**config.mk**
```make
export PLATFORM = sky130hd
export DESIGN_NAME = irq_gateway_flat
export DESIGN_NICKNAME = d
export VERILOG_FILES = /design/src/rtl/irq_gateway_pkg.sv /design/src/rtl/irq_gateway_if.sv /design/src/rtl/irq_sync_cell.sv /design/src/rtl/irq_gateway.sv /design/src/flat_wrapper.sv
export SDC_FILE = /design/constraint.sdc
export NUM_CORES = 1
export LEC_CHECK = 0
export ABC_AREA = 1
export BUFFER_PORTS_ARGS = -buffer_cell sky130_fd_sc_hd__buf_2
export CAP_MARGIN = 5
export CORE_ASPECT_RATIO = 2
export CORE_MARGIN = 5
export CORE_UTILIZATION = 45
export DETAILED_ROUTE_END_ITERATION = 8
export GPL_TIMING_DRIVEN = 0
export PLACE_DENSITY = 0.83
export SLEW_MARGIN = 20
export SYNTH_ARGS = -nofsm -noshare
export SYNTH_HDL_FRONTEND = slang
export SYNTH_SLANG_ARGS = --single-unit
export TNS_END_PERCENT = 30
```
**constraint.sdc**
```tcl
create_clock -name clk -period 2.3 [get_ports clk]
set_input_delay 0.46 -clock clk [delete_from_list [all_inputs] [get_ports clk]]
set_output_delay 0.46 -clock clk [all_outputs]
set_load 0.01 [all_outputs]
```
**src/rtl/irq_gateway_pkg.sv**
```systemverilog
// Shared constants and types for the external-interrupt gateway.
// The edge-mode feature is selected with the IRQ_GW_EDGE_EN macro.
package irq_gateway_pkg;

    localparam int IRQ_EXT_BASE = 2;
    localparam int IRQ_VEC_W    = 32;

    typedef enum logic {
        CFG_SEL_MASK = 1'b0,
        CFG_SEL_EDGE = 1'b1
    } cfg_sel_e;

    typedef logic [4:0] irq_id_t;

endpackage

```
**src/rtl/irq_gateway_if.sv**
```systemverilog
// Signal bundle between the gateway, its configuration master, the
// peripheral request lines and the IRQ unit.
interface irq_gateway_if
    import irq_gateway_pkg::*;
#(
    parameter int NSRC = 30
);
    // No valid/ready pairs: cfg_we is a single-cycle strobe that is always
    // accepted at the edge where it is high; inirr is a level vector and ack
    // is a per-bit pulse that the IRQ unit raises for at least one cycle.
    logic [NSRC-1:0]      irq_src;
    logic                 cfg_we;
    logic                 cfg_sel;
    logic [IRQ_VEC_W-1:0] cfg_wdata;
    logic [IRQ_VEC_W-1:0] cfg_rdata;
    logic [IRQ_VEC_W-1:0] ack;
    logic [IRQ_VEC_W-1:0] inirr;
    logic                 top_valid;
    irq_id_t              top_id;

    modport master (
        output irq_src, cfg_we, cfg_sel, cfg_wdata, ack,
        input  cfg_rdata, inirr, top_valid, top_id
    );

    modport slave (
        input  irq_src, cfg_we, cfg_sel, cfg_wdata, ack,
        output cfg_rdata, inirr, top_valid, top_id
    );

endinterface

```
**src/rtl/irq_sync_cell.sv**
```systemverilog
// One source: input synchroniser, previous-level flop and pending bit.
// Edge detection and ack-clear exist only when IRQ_GW_EDGE_EN is defined.
module irq_sync_cell #(
    parameter int SYNC_STAGES = 2
) (
    input  logic clk,
    input  logic rst,
    input  logic src,
    input  logic en,
`ifdef IRQ_GW_EDGE_EN
    input  logic edge_mode,
    input  logic ack,
`endif
    input  logic cfg_clr,
    output logic pend
);

    logic [SYNC_STAGES-1:0] sync_q, sync_d;
    logic                   pend_q, pend_d;
    logic                   s;

    assign s = sync_q[SYNC_STAGES-1];

`ifdef IRQ_GW_EDGE_EN
    logic prev_q, prev_d;
    logic set_edge;

    always_comb begin
        prev_d   = s;
        set_edge = s & ~prev_q & en;
        sync_d   = {sync_q[SYNC_STAGES-2:0], src};
        if (edge_mode) begin
            // A new edge beats a simultaneous ack so no request is dropped.
            pend_d = set_edge | (pend_q & ~ack);
        end else begin
            pend_d = s & en;
        end
        if (cfg_clr) begin
            pend_d = 1'b0;
        end
    end

    always_ff @(posedge clk) begin
        if (rst) begin
            prev_q <= 1'b0;
        end else begin
            prev_q <= prev_d;
        end
    end
`else
    always_comb begin
        sync_d = {sync_q[SYNC_STAGES-2:0], src};
        pend_d = s & en;
        if (cfg_clr) begin
            pend_d = 1'b0;
        end
    end
`endif

    always_ff @(posedge clk) begin
        if (rst) begin
            sync_q <= '0;
            pend_q <= 1'b0;
        end else begin
            sync_q <= sync_d;
            pend_q <= pend_d;
        end
    end

    assign pend = pend_q;

endmodule

```
**src/rtl/irq_gateway.sv**
```systemverilog
// External-interrupt gateway: per-source enable/mode, pending vector to the
// IRQ unit and lowest-index priority encoder. Edge mode needs IRQ_GW_EDGE_EN.
module irq_gateway
    import irq_gateway_pkg::*;
#(
    parameter int NSRC        = 30,
    parameter int SYNC_STAGES = 2
) (
    input  logic          clk,
    input  logic          rst,
    irq_gateway_if.slave  bus
);

    logic [NSRC-1:0]      en_q, en_d;
    logic [NSRC-1:0]      cfg_clr;
    logic [NSRC-1:0]      pend_vec;
    logic [IRQ_VEC_W-1:0] inirr;
    logic [IRQ_VEC_W-1:0] rdata;
    logic                 top_valid;
    irq_id_t              top_id;
    logic                 mask_wr;
    logic                 unused_bits;

    assign mask_wr     = bus.cfg_we && (bus.cfg_sel == CFG_SEL_MASK);
    assign unused_bits = ^{bus.cfg_wdata, bus.ack};

`ifdef IRQ_GW_EDGE_EN
    logic [NSRC-1:0] edge_q, edge_d;
    logic            edge_wr;

    assign edge_wr = bus.cfg_we && (bus.cfg_sel == CFG_SEL_EDGE);

    // A source whose enable drops or whose mode flips loses its pending bit.
    always_comb begin
        en_d    = en_q;
        edge_d  = edge_q;
        cfg_clr = '0;
        if (mask_wr) begin
            en_d    = bus.cfg_wdata[IRQ_EXT_BASE +: NSRC];
            cfg_clr = en_q & ~en_d;
        end
        if (edge_wr) begin
            edge_d  = bus.cfg_wdata[IRQ_EXT_BASE +: NSRC];
            cfg_clr = edge_q ^ edge_d;
        end
    end

    always_ff @(posedge clk) begin
        if (rst) begin
            edge_q <= '0;
        end else begin
            edge_q <= edge_d;
        end
    end
`else
    always_comb begin
        en_d    = en_q;
        cfg_clr = '0;
        if (mask_wr) begin
            en_d    = bus.cfg_wdata[IRQ_EXT_BASE +: NSRC];
            cfg_clr = en_q & ~en_d;
        end
    end
`endif

    always_ff @(posedge clk) begin
        if (rst) begin
            en_q <= '0;
        end else begin
            en_q <= en_d;
        end
    end

    for (genvar i = 0; i < NSRC; i++) begin : g_src
        irq_sync_cell #(
            .SYNC_STAGES (SYNC_STAGES)
        ) u_cell (
            .clk       (clk),
            .rst       (rst),
            .src       (bus.irq_src[i]),
            .en        (en_q[i]),
`ifdef IRQ_GW_EDGE_EN
            .edge_mode (edge_q[i]),
            .ack       (bus.ack[i+IRQ_EXT_BASE]),
`endif
            .cfg_clr   (cfg_clr[i]),
            .pend      (pend_vec[i])
        );
    end

    always_comb begin
        inirr = '0;
        inirr[IRQ_EXT_BASE +: NSRC] = pend_vec;
    end

    always_comb begin
        rdata = '0;
        if (bus.cfg_sel == CFG_SEL_MASK) begin
            rdata[IRQ_EXT_BASE +: NSRC] = en_q;
        end else begin
`ifdef IRQ_GW_EDGE_EN
            rdata[IRQ_EXT_BASE +: NSRC] = edge_q;
`endif
        end
    end

    // Scan downwards so the lowest set index is the one left in top_id.
    always_comb begin
        top_valid = |inirr;
        top_id    = '0;
        for (int i = IRQ_VEC_W - 1; i >= IRQ_EXT_BASE; i--) begin
            if (inirr[i]) begin
                top_id = irq_id_t'(i);
            end
        end
    end

    assign bus.inirr     = inirr;
    assign bus.cfg_rdata = rdata;
    assign bus.top_valid = top_valid;
    assign bus.top_id    = top_id;

endmodule

```
**src/flat_wrapper.sv**
```systemverilog
// flat-port wrapper written by rule: the top's interface ports become plain ports
module irq_gateway_flat import irq_gateway_pkg::*;
#(
    parameter int NSRC        = 30,
    parameter int SYNC_STAGES = 2
)
  (clk, rst, bus_irq_src, bus_cfg_we, bus_cfg_sel, bus_cfg_wdata, bus_ack, bus_cfg_rdata, bus_inirr, bus_top_valid, bus_top_id);
  irq_gateway_if #(.NSRC(NSRC)) bus_i ();
  input  logic clk;
  input  logic rst;
  input wire logic [$bits(bus_i.irq_src)-1:0] bus_irq_src;
  input wire logic [$bits(bus_i.cfg_we)-1:0] bus_cfg_we;
  input wire logic [$bits(bus_i.cfg_sel)-1:0] bus_cfg_sel;
  input wire logic [$bits(bus_i.cfg_wdata)-1:0] bus_cfg_wdata;
  input wire logic [$bits(bus_i.ack)-1:0] bus_ack;
  output wire logic [$bits(bus_i.cfg_rdata)-1:0] bus_cfg_rdata;
  output wire logic [$bits(bus_i.inirr)-1:0] bus_inirr;
  output wire logic [$bits(bus_i.top_valid)-1:0] bus_top_valid;
  output wire logic [$bits(bus_i.top_id)-1:0] bus_top_id;
  assign bus_i.irq_src = bus_irq_src;
  assign bus_i.cfg_we = bus_cfg_we;
  assign bus_i.cfg_sel = bus_cfg_sel;
  assign bus_i.cfg_wdata = bus_cfg_wdata;
  assign bus_i.ack = bus_ack;
  assign bus_cfg_rdata = bus_i.cfg_rdata;
  assign bus_inirr = bus_i.inirr;
  assign bus_top_valid = bus_i.top_valid;
  assign bus_top_id = bus_i.top_id;
  irq_gateway #(.NSRC(NSRC), .SYNC_STAGES(SYNC_STAGES)) u_core (.clk(clk), .rst(rst), .bus(bus_i));
endmodule
```
==> results of run 1 <==
final cells by class:
| cell class | instances | area [um2] |
|---|---|---|
| clock buffers | 24 | 492 |
| multi-input cells | 286 | 1240 |
| fillers | 855 | 3800 |
| plain buffers | 55 | 334 |
| repair buffers | 128 | 641 |
| inverters | 124 | 507 |
| flip-flops and latches | 120 | 2400 |
| well taps | 132 | 165 |
| clock inverters | 8 | 118 |
flip-flops by register name, summed over array words and instances (netlist names):
register / cells
u_core.g_src.u_cell.pend: 30
u_core.en_q: 30
u_core.g_src.u_cell.sync_q: 60
stage by stage:
stage                     setup TNS, ps  cells  setup slack [ps]
after floorplan                       0    585               204
after global placement             -138    845              -138
after detailed placement           -172    845              -172
after CTS                          -893    877              -600
after global routing              -1390    877              -827
final                              -795    877              -551
routing by layer:
metal  vias to the layer above  part of all wire  global-route usage
li1                       1980                 -                   -
met2                       139              0.55               0.343
met3                        40             0.056              0.0560
met4                         0             0.053               0.121
met5                         -                 0                   0
met1                      1714              0.35               0.175
worst reg2reg max path: cells and delay by family, from the launching register on:
| family | cells | cell delay [ps] |
|---|---|---|
| DFF | 1 | 320 |
| buffers and inverters | 1 | 60 |
| AOI/OAI and AO/OA | 1 | 300 |
layout by cell type (no fill, tap or decap), drive strengths merged, types with 2 or more instances in the layout:
master / instances
a211oi: 19
a21oi: 14
buf: 165
bufinv: 6
clkbuf: 42
clkinv: 4
conb: 4
dfxtp: 120
inv: 121
nand2: 54
nand3: 21
nor2: 154
nor3: 2
nor4: 2
o21ai: 12
worst max-delay path by stage:
stage	end	slack [ps]	cells past startpoint
after floorplan	bus_top_id[0]	200	28
final	bus_top_id[0]	-550	29
after detailed placement	bus_top_id[0]	-170	30
after global routing	bus_top_id[0]	-830	30
after CTS	bus_top_id[0]	-600	30
after global placement	bus_top_id[0]	-140	30
logic make-up (layout without fill, tap and decap cells):
group,count (synthesis),in the layout
buffers and inverters,179,339
other,1,4
flip-flops,120,120
AO/OA/AOI/OAI,49,49
AND/OR/NAND/NOR,233,233
report_power, final:
group | leakage (nW) | internal, mW | switching, mW
sequential | 0.987 | 2.17 | 0.0363
clock | 0.300 | 1.81 | 0.866
combinational | 1.79 | 0.143 | 0.216
total | 3.07 | 4.12 | 1.12
what timing repair did:
action / in CTS / in global routing
pin swaps: 0 / 0
setup endpoints to repair: 2 / 4
resized for setup: 2 / 1
==> summary.md, run 1 <==
| Metric | Value |
|---|---|
| Status | `complete, but fails checks` |
| Failing checks | `negative setup slack` |
| Final GP Congestion | `roughly 0.9` |
| Number of pins with negative max-slew slack in the final report | `0` |
| Antenna violations before repair | `0` |
| Start point of the worst min-delay path | `bus_irq_src[3]` |
| Number of buffers created by CTS | `17` |
| Leading cell type by number of instances after synthesis | `sky130_fd_sc_hd__nor2_1` |
| FF-to-FF Start | `u_core.en_q[15]` |
| Final net count | `830` |
| Vias after detailed routing | `3873` |
| Post-DR vias/cell | `between 4 and 5` |
| Worst-margin pin slew | `about 540 ps` |
| GR Overflow Total | `0` |
| Total non-filler cell area in the finished layout | `0.00590 mm2` |
| Worst path required time | `1840 ps` |
| Reg2reg end | `u_core.en_q[15]` |
| Antenna cell count | `0` |
| Die Y-Extent | `151 um` |
| Number of global-route vias before repair | `about 3700` |
| Root buffer cell | `sky130_fd_sc_hd__clkbuf_16` |
| I/O pin cnt | `between 150 and 200` |
| Gate count of the mapped netlist | `around 580` |
| Adder-cell share of the synthesized area | `0` |
| Dominant cell type by count on the critical path | `sky130_fd_sc_hd__nand2_1` |
| Cell type of the slowest stage on the worst timing path | `sky130_fd_sc_hd__dfxtp_1` |
| Post-synth top cells | `sky130_fd_sc_hd__nor2_1 (154), sky130_fd_sc_hd__dfxtp_1 (120), sky130_fd_sc_hd__inv_1 (118)` |
| Final setup violation count | `2` |
| Final min period | `around 2900 ps` |
| Leakage power | `around 3 nW` |
| Area fraction of the dominant cell type after synthesis | `0.538` |
| Depth of the worst register-to-register path | `2` |
| Count of routing violations after the opening detailed-route iteration | `185` |
| I/O Buffers | `128` |
| Proportion of register bits with asynchronous set or reset after synthesis | `0` |
| Final critical-path share of the clock period | `1.24` |
| Startpoint-to-endpoint class of the critical path | `reg2out` |
| Most instantiated flip-flop cell in the synthesis netlist | `sky130_fd_sc_hd__dfxtp_1` |
| Post-Route Hold Slack | `between 200 and 300 ps` |
| Count of different cell masters after synthesis | `22` |
| Crit path buf inv count | `2` |
| Worst-path maximum fanout | `3` |
| Hold violation total from the final report | `0` |
| Unrepaired setup endpoints after global routing | `true` |
| H-tree levels | `4` |
| Max cap viols | `0` |
| Mux share of post-synthesis cell area | `0` |
| Total setup buffers inserted after CTS | `0` |
| Hold Crit Endpoint | `u_core.g_src[3].u_cell.sync_q[0]` |
| Fmax | `351 MHz` |
| Core box area | `roughly 0.0097 mm2` |
| Post-Synth XOR/XNOR Area | `0` |
| Total wirelength of the detailed-routed design | `~11000 um` |
| Power per cell area | `slightly below 900 mW/mm2` |
| Synth Area in Simple Gates | `0.204` |
| Cell type contributing the most total cell area after synthesis | `sky130_fd_sc_hd__dfxtp_1` |
| Post-synth EDFFs | `0` |
| Portion of the post-synthesis area used by sequential elements | `0.538` |
| Iteration count of the initial detailed-routing pass | `5` |
| Average wire per cell in the routed design | `between 10 and 15 um` |
| Category of the worst setup path launch point | `flip-flop` |
| Finished Core Util | `0.608` |
| DR DRC count | `0` |
| Post-DP HPWL | `between 8000 and 9000 um` |
| Instance area after placement | `0.00528 mm2` |
| DIE AREA | `between 0.01 and 0.015 mm2` |
| Register bit count reported by yosys | `between 100 and 150` |
| Core Rows | `between 50 and 60` |
| Path type of the worst min-delay path | `in2reg` |
| Layout overhead on the synthesized area | `32.2%` |
| Largest family of logic cells by synthesized area | `simple AND/OR/NAND/NOR gates` |
| Synth Cell Area | `roughly 0.0045 mm2` |
| Cell type group with the largest total delay on the critical path | `simple AND/OR/NAND/NOR gates` |
| Setup slack of the critical path after layout | `-551 ps` |
| First-pass GRT wire length | `between 15000 and 20000 um` |
| Number of routed nets with antenna violations | `0` |
| Slew margin rel. | `0.640` |
| Mean Syn Cell Area | `7.67 um2` |
| Design Power | `around 5.2 mW` |
| Setup crit start | `u_core.g_src[27].u_cell.pend` |
| VDD IR-drop max | `~0.0006 V` |
| Maximum buffer depth of the clock tree | `2` |
| Cell depth of the worst hold path | `3` |
| Layout Skew | `~6.0 ps` |
| Initial core utilization | `0.460` |
| Clock-pin slew of the registers on the worst-case setup and hold paths | `50 ps` |
| Skew-Pair Late Insertion Delay | `about 400 ps` |
| Number of synthesis warnings | `0` |
| Worst path max stage delay | `360 ps` |
| Largest net degree at the start of global routing | `17` |
| Biggest area contributors in the synthesized netlist | `sky130_fd_sc_hd__dfxtp_1 (54%), sky130_fd_sc_hd__nor2_1 (13%), sky130_fd_sc_hd__inv_1 (9.9%), sky130_fd_sc_hd__buf_4 (5.7%), sky130_fd_sc_hd__nand2_1 (4.5%)` |
| Count of hold buffers inserted by post-cts repair | `0` |
| Fraction of final layout cells with drive strength greater than 1 | `0.270` |
| Area fraction in compound gates after synthesis | `0.0687` |
| Critical path data arrival time | `around 2400 ps` |
| Floorplan die width | `between 80 and 90 um` |
| TritonCTS Sinks | `120` |
| TritonCTS clock tree | `built` |
| Critical path capture point type | `output port` |
| Global-route total usage across every layer | `0.188` |
| Setup slack of the worst register-to-register path | `~1500 ps` |
Note: power is estimated with default switching activity, not from simulation.
==> run 2, diff against run 1 <==
==> constraint.sdc (replaced) <==
create_clock -name clk -period 2.3 [get_ports clk]
set_input_delay 0.115 -clock clk [delete_from_list [all_inputs] [get_ports clk]]
set_output_delay 0.115 -clock clk [all_outputs]
set_load 0.01 [all_outputs]
==> run 2 against run 1 <==
  * The flow still finishes with violations (negative setup slack)
  * Clock-buffer cell count unchanged
  * Core utilization up 5.0 points
  * Fmax up 14%
  * Worst setup slack better by 350 ps
  * Clock skew about the same
  * Total power increased by 1.4%
  * Design area rose by 8.2%
  * Worst hold slack got worse by 230 ps
  * Final cell count grew 5.6%
  * Critical path type unchanged
  * Sequential power about the same
  * Sequential cell count did not move
  * Critical endpoint unchanged
  * Sequential share of layout area is 3.1 points lower
==> summary.md, run 2 (synthesized netlist as in run 1, its figures left out) <==
| Metric | Value |
|---|---|
| Hold violation total from the final report | `0` |
| Critical path data arrival time | `around 2400 ps` |
| Startpoint-to-endpoint class of the critical path | `reg2out` |
| Setup slack of the critical path after layout | `-203 ps` |
| Initial core utilization | `0.460` |
| Fraction of final layout cells with drive strength greater than 1 | `0.252` |
| Largest register FFs | `60` |
| Core Rows | `between 50 and 60` |
| Final net count | `between 800 and 900` |
| Post-DR vias/cell | `between 4 and 5` |
| Setup slack of the worst register-to-register path | `between 1500 and 2000 ps` |
| Unrepaired setup endpoints after global routing | `true` |
| TritonCTS Sinks | `120` |
| Antenna violations before repair | `0` |
| Final critical-path share of the clock period | `1.09` |
| First-pass GRT wire length | `between 15000 and 20000 um` |
| Status | `complete, but fails checks` |
| Design Power | `5.32 mW` |
| H-tree levels | `4` |
| Worst path required time | `2180 ps` |
| Fmax | `about 400 MHz` |
| Total setup buffers inserted after CTS | `0` |
| Final min period | `between 2000 and 3000 ps` |
| Final setup violation count | `1` |
| Cell type of the slowest stage on the worst timing path | `sky130_fd_sc_hd__dfxtp_1` |
| Total wirelength of the detailed-routed design | `12100 um` |
| Worst-margin pin slew | `about 530 ps` |
| Core box area | `0.00970 mm2` |
| Maximum buffer depth of the clock tree | `2` |
| Number of pins with negative max-slew slack in the final report | `0` |
| DR DRC count | `0` |
| I/O pin cnt | `168` |
| Skew-Pair Late Insertion Delay | `approximately 400 ps` |
| Floorplan die width | `80.4 um` |
| Iteration count of the initial detailed-routing pass | `4` |
| Critical path capture point type | `output port` |
| Leakage power | `approximately 3.3 nW` |
| Final-layout setup total negative slack | `-203 ps` |
| Layout overhead on the synthesized area | `43.0%` |
| Largest net degree at the start of global routing | `17` |
| Post-DP HPWL | `8500 um` |
| Most common cell after layout, fill and taps aside | `sky130_fd_sc_hd__nor2_1` |
| TritonCTS clock tree | `built` |
| Worst path max stage delay | `~360 ps` |
| I/O Buffers | `128` |
| Clock-pin slew of the registers on the worst-case setup and hold paths | `approximately 50 ps` |
| Final GP Congestion | `0.901` |
| Root buffer cell | `sky130_fd_sc_hd__clkbuf_16` |
| GR Overflow Total | `0` |
| Slew margin rel. | `0.646` |
| Number of routed nets with antenna violations | `0` |
| Power per cell area | `between 800 and 900 mW/mm2` |
| Max cap viols | `0` |
| Layout Skew | `~6.2 ps` |
| Dominant cell type by count on the critical path | `sky130_fd_sc_hd__nand2_1` |
| Category of the worst setup path launch point | `flip-flop` |
| Count of routing violations after the opening detailed-route iteration | `about 240` |
| Vias after detailed routing | `around 4100` |
| Failing checks | `negative setup slack` |
| Average wire per cell in the routed design | `about 13 um` |
| Leading cell types in the layout, fill and taps excluded | `sky130_fd_sc_hd__nor2_1 (154), sky130_fd_sc_hd__buf_2 (128), sky130_fd_sc_hd__dfxtp_1 (119)` |
| Worst-path maximum fanout | `3` |
| DIE AREA | `0.0121 mm2` |
| Post-Route Hold Slack | `27.8 ps` |
| Register with the most flip-flops | `u_core.g_src.u_cell.sync_q` |
| Global-route total usage across every layer | `0.203` |
| Number of buffers created by CTS | `17` |
| Antenna cell count | `0` |
| VDD IR-drop max | `0.000611 V` |
| Path type of the worst min-delay path | `in2reg` |
| Die Y-Extent | `between 150 and 200 um` |
| Number of global-route vias before repair | `about 4000` |
[run 2: cell types whose count changed in the layout (fill, tap and decap cells not counted), sizes merged]
cell | previous run | this run
dlygate4sd3 | 0 | 49
[run 2: power breakdown]
group / switching (mW) / internal, mW
registers: 0.0363 / 2.17
logic: 0.232 / 0.197
clock network: 0.873 / 1.81
total: 1.14 / 4.18
[run 2: path summary, 6_finish.rpt]
check / start / endpoint / cells past startpoint
hold reg to reg: u_core.g_src[9].u_cell.sync_q[0] / u_core.g_src[9].u_cell.sync_q[1] / 2
setup / recovery: u_core.g_src[27].u_cell.pend / bus_top_id[0] / 29
setup reg to reg: u_core.en_q[15] / u_core.en_q[15] / 2
hold / removal: bus_cfg_wdata[6] / u_core.g_src[4].u_cell.pend / 3
[run 2: area by class of cell]
type                    instances  area, um2
clock inverters                 8        118
flip-flops and latches        120       2400
inverters                     124        507
repair buffers                177       1130
multi-input cells             286       1230
fillers                       791       3320
plain buffers                  55        334
clock buffers                  24        492
well taps                     132        165
[run 2: repair_timing]
item | CTS | global route
endpoints found under the setup margin | 1 | 2
endpoints found under the hold margin | 49 | 0
gates resized for setup | 2 | 0
hold buffers | 49 | 0
[run 2: metrics by stage]
step / setup slack, ps / cells / util / area [um2]
after global placement: 207 / 845 / 0.544 / 5280
after global routing: -482 / 926 / 0.658 / 6380
after floorplan: 549 / 585 / - / 4470
after detailed placement: 173 / 845 / 0.544 / 5280
after CTS: -255 / 926 / 0.658 / 6380
final: -203 / 926 / 0.658 / 6380
[run 2: worst max-delay path, delay by kind of cell (launching register included)]
family                 cells  cell delay (ps)
AND/OR/NAND/NOR           26             1350
flip-flops                 1              360
AO/OA/AOI/OAI              1              110
buffers and inverters      2              190
[run 2: per-layer routing]
metal,vias to the layer above,global-route usage,wire length [um]
li1,2081,-,-
met1,1844,0.187,4110
met2,157,0.379,6620
met3,46,0.0548,682
met4,0,0.130,637
met5,-,0,0
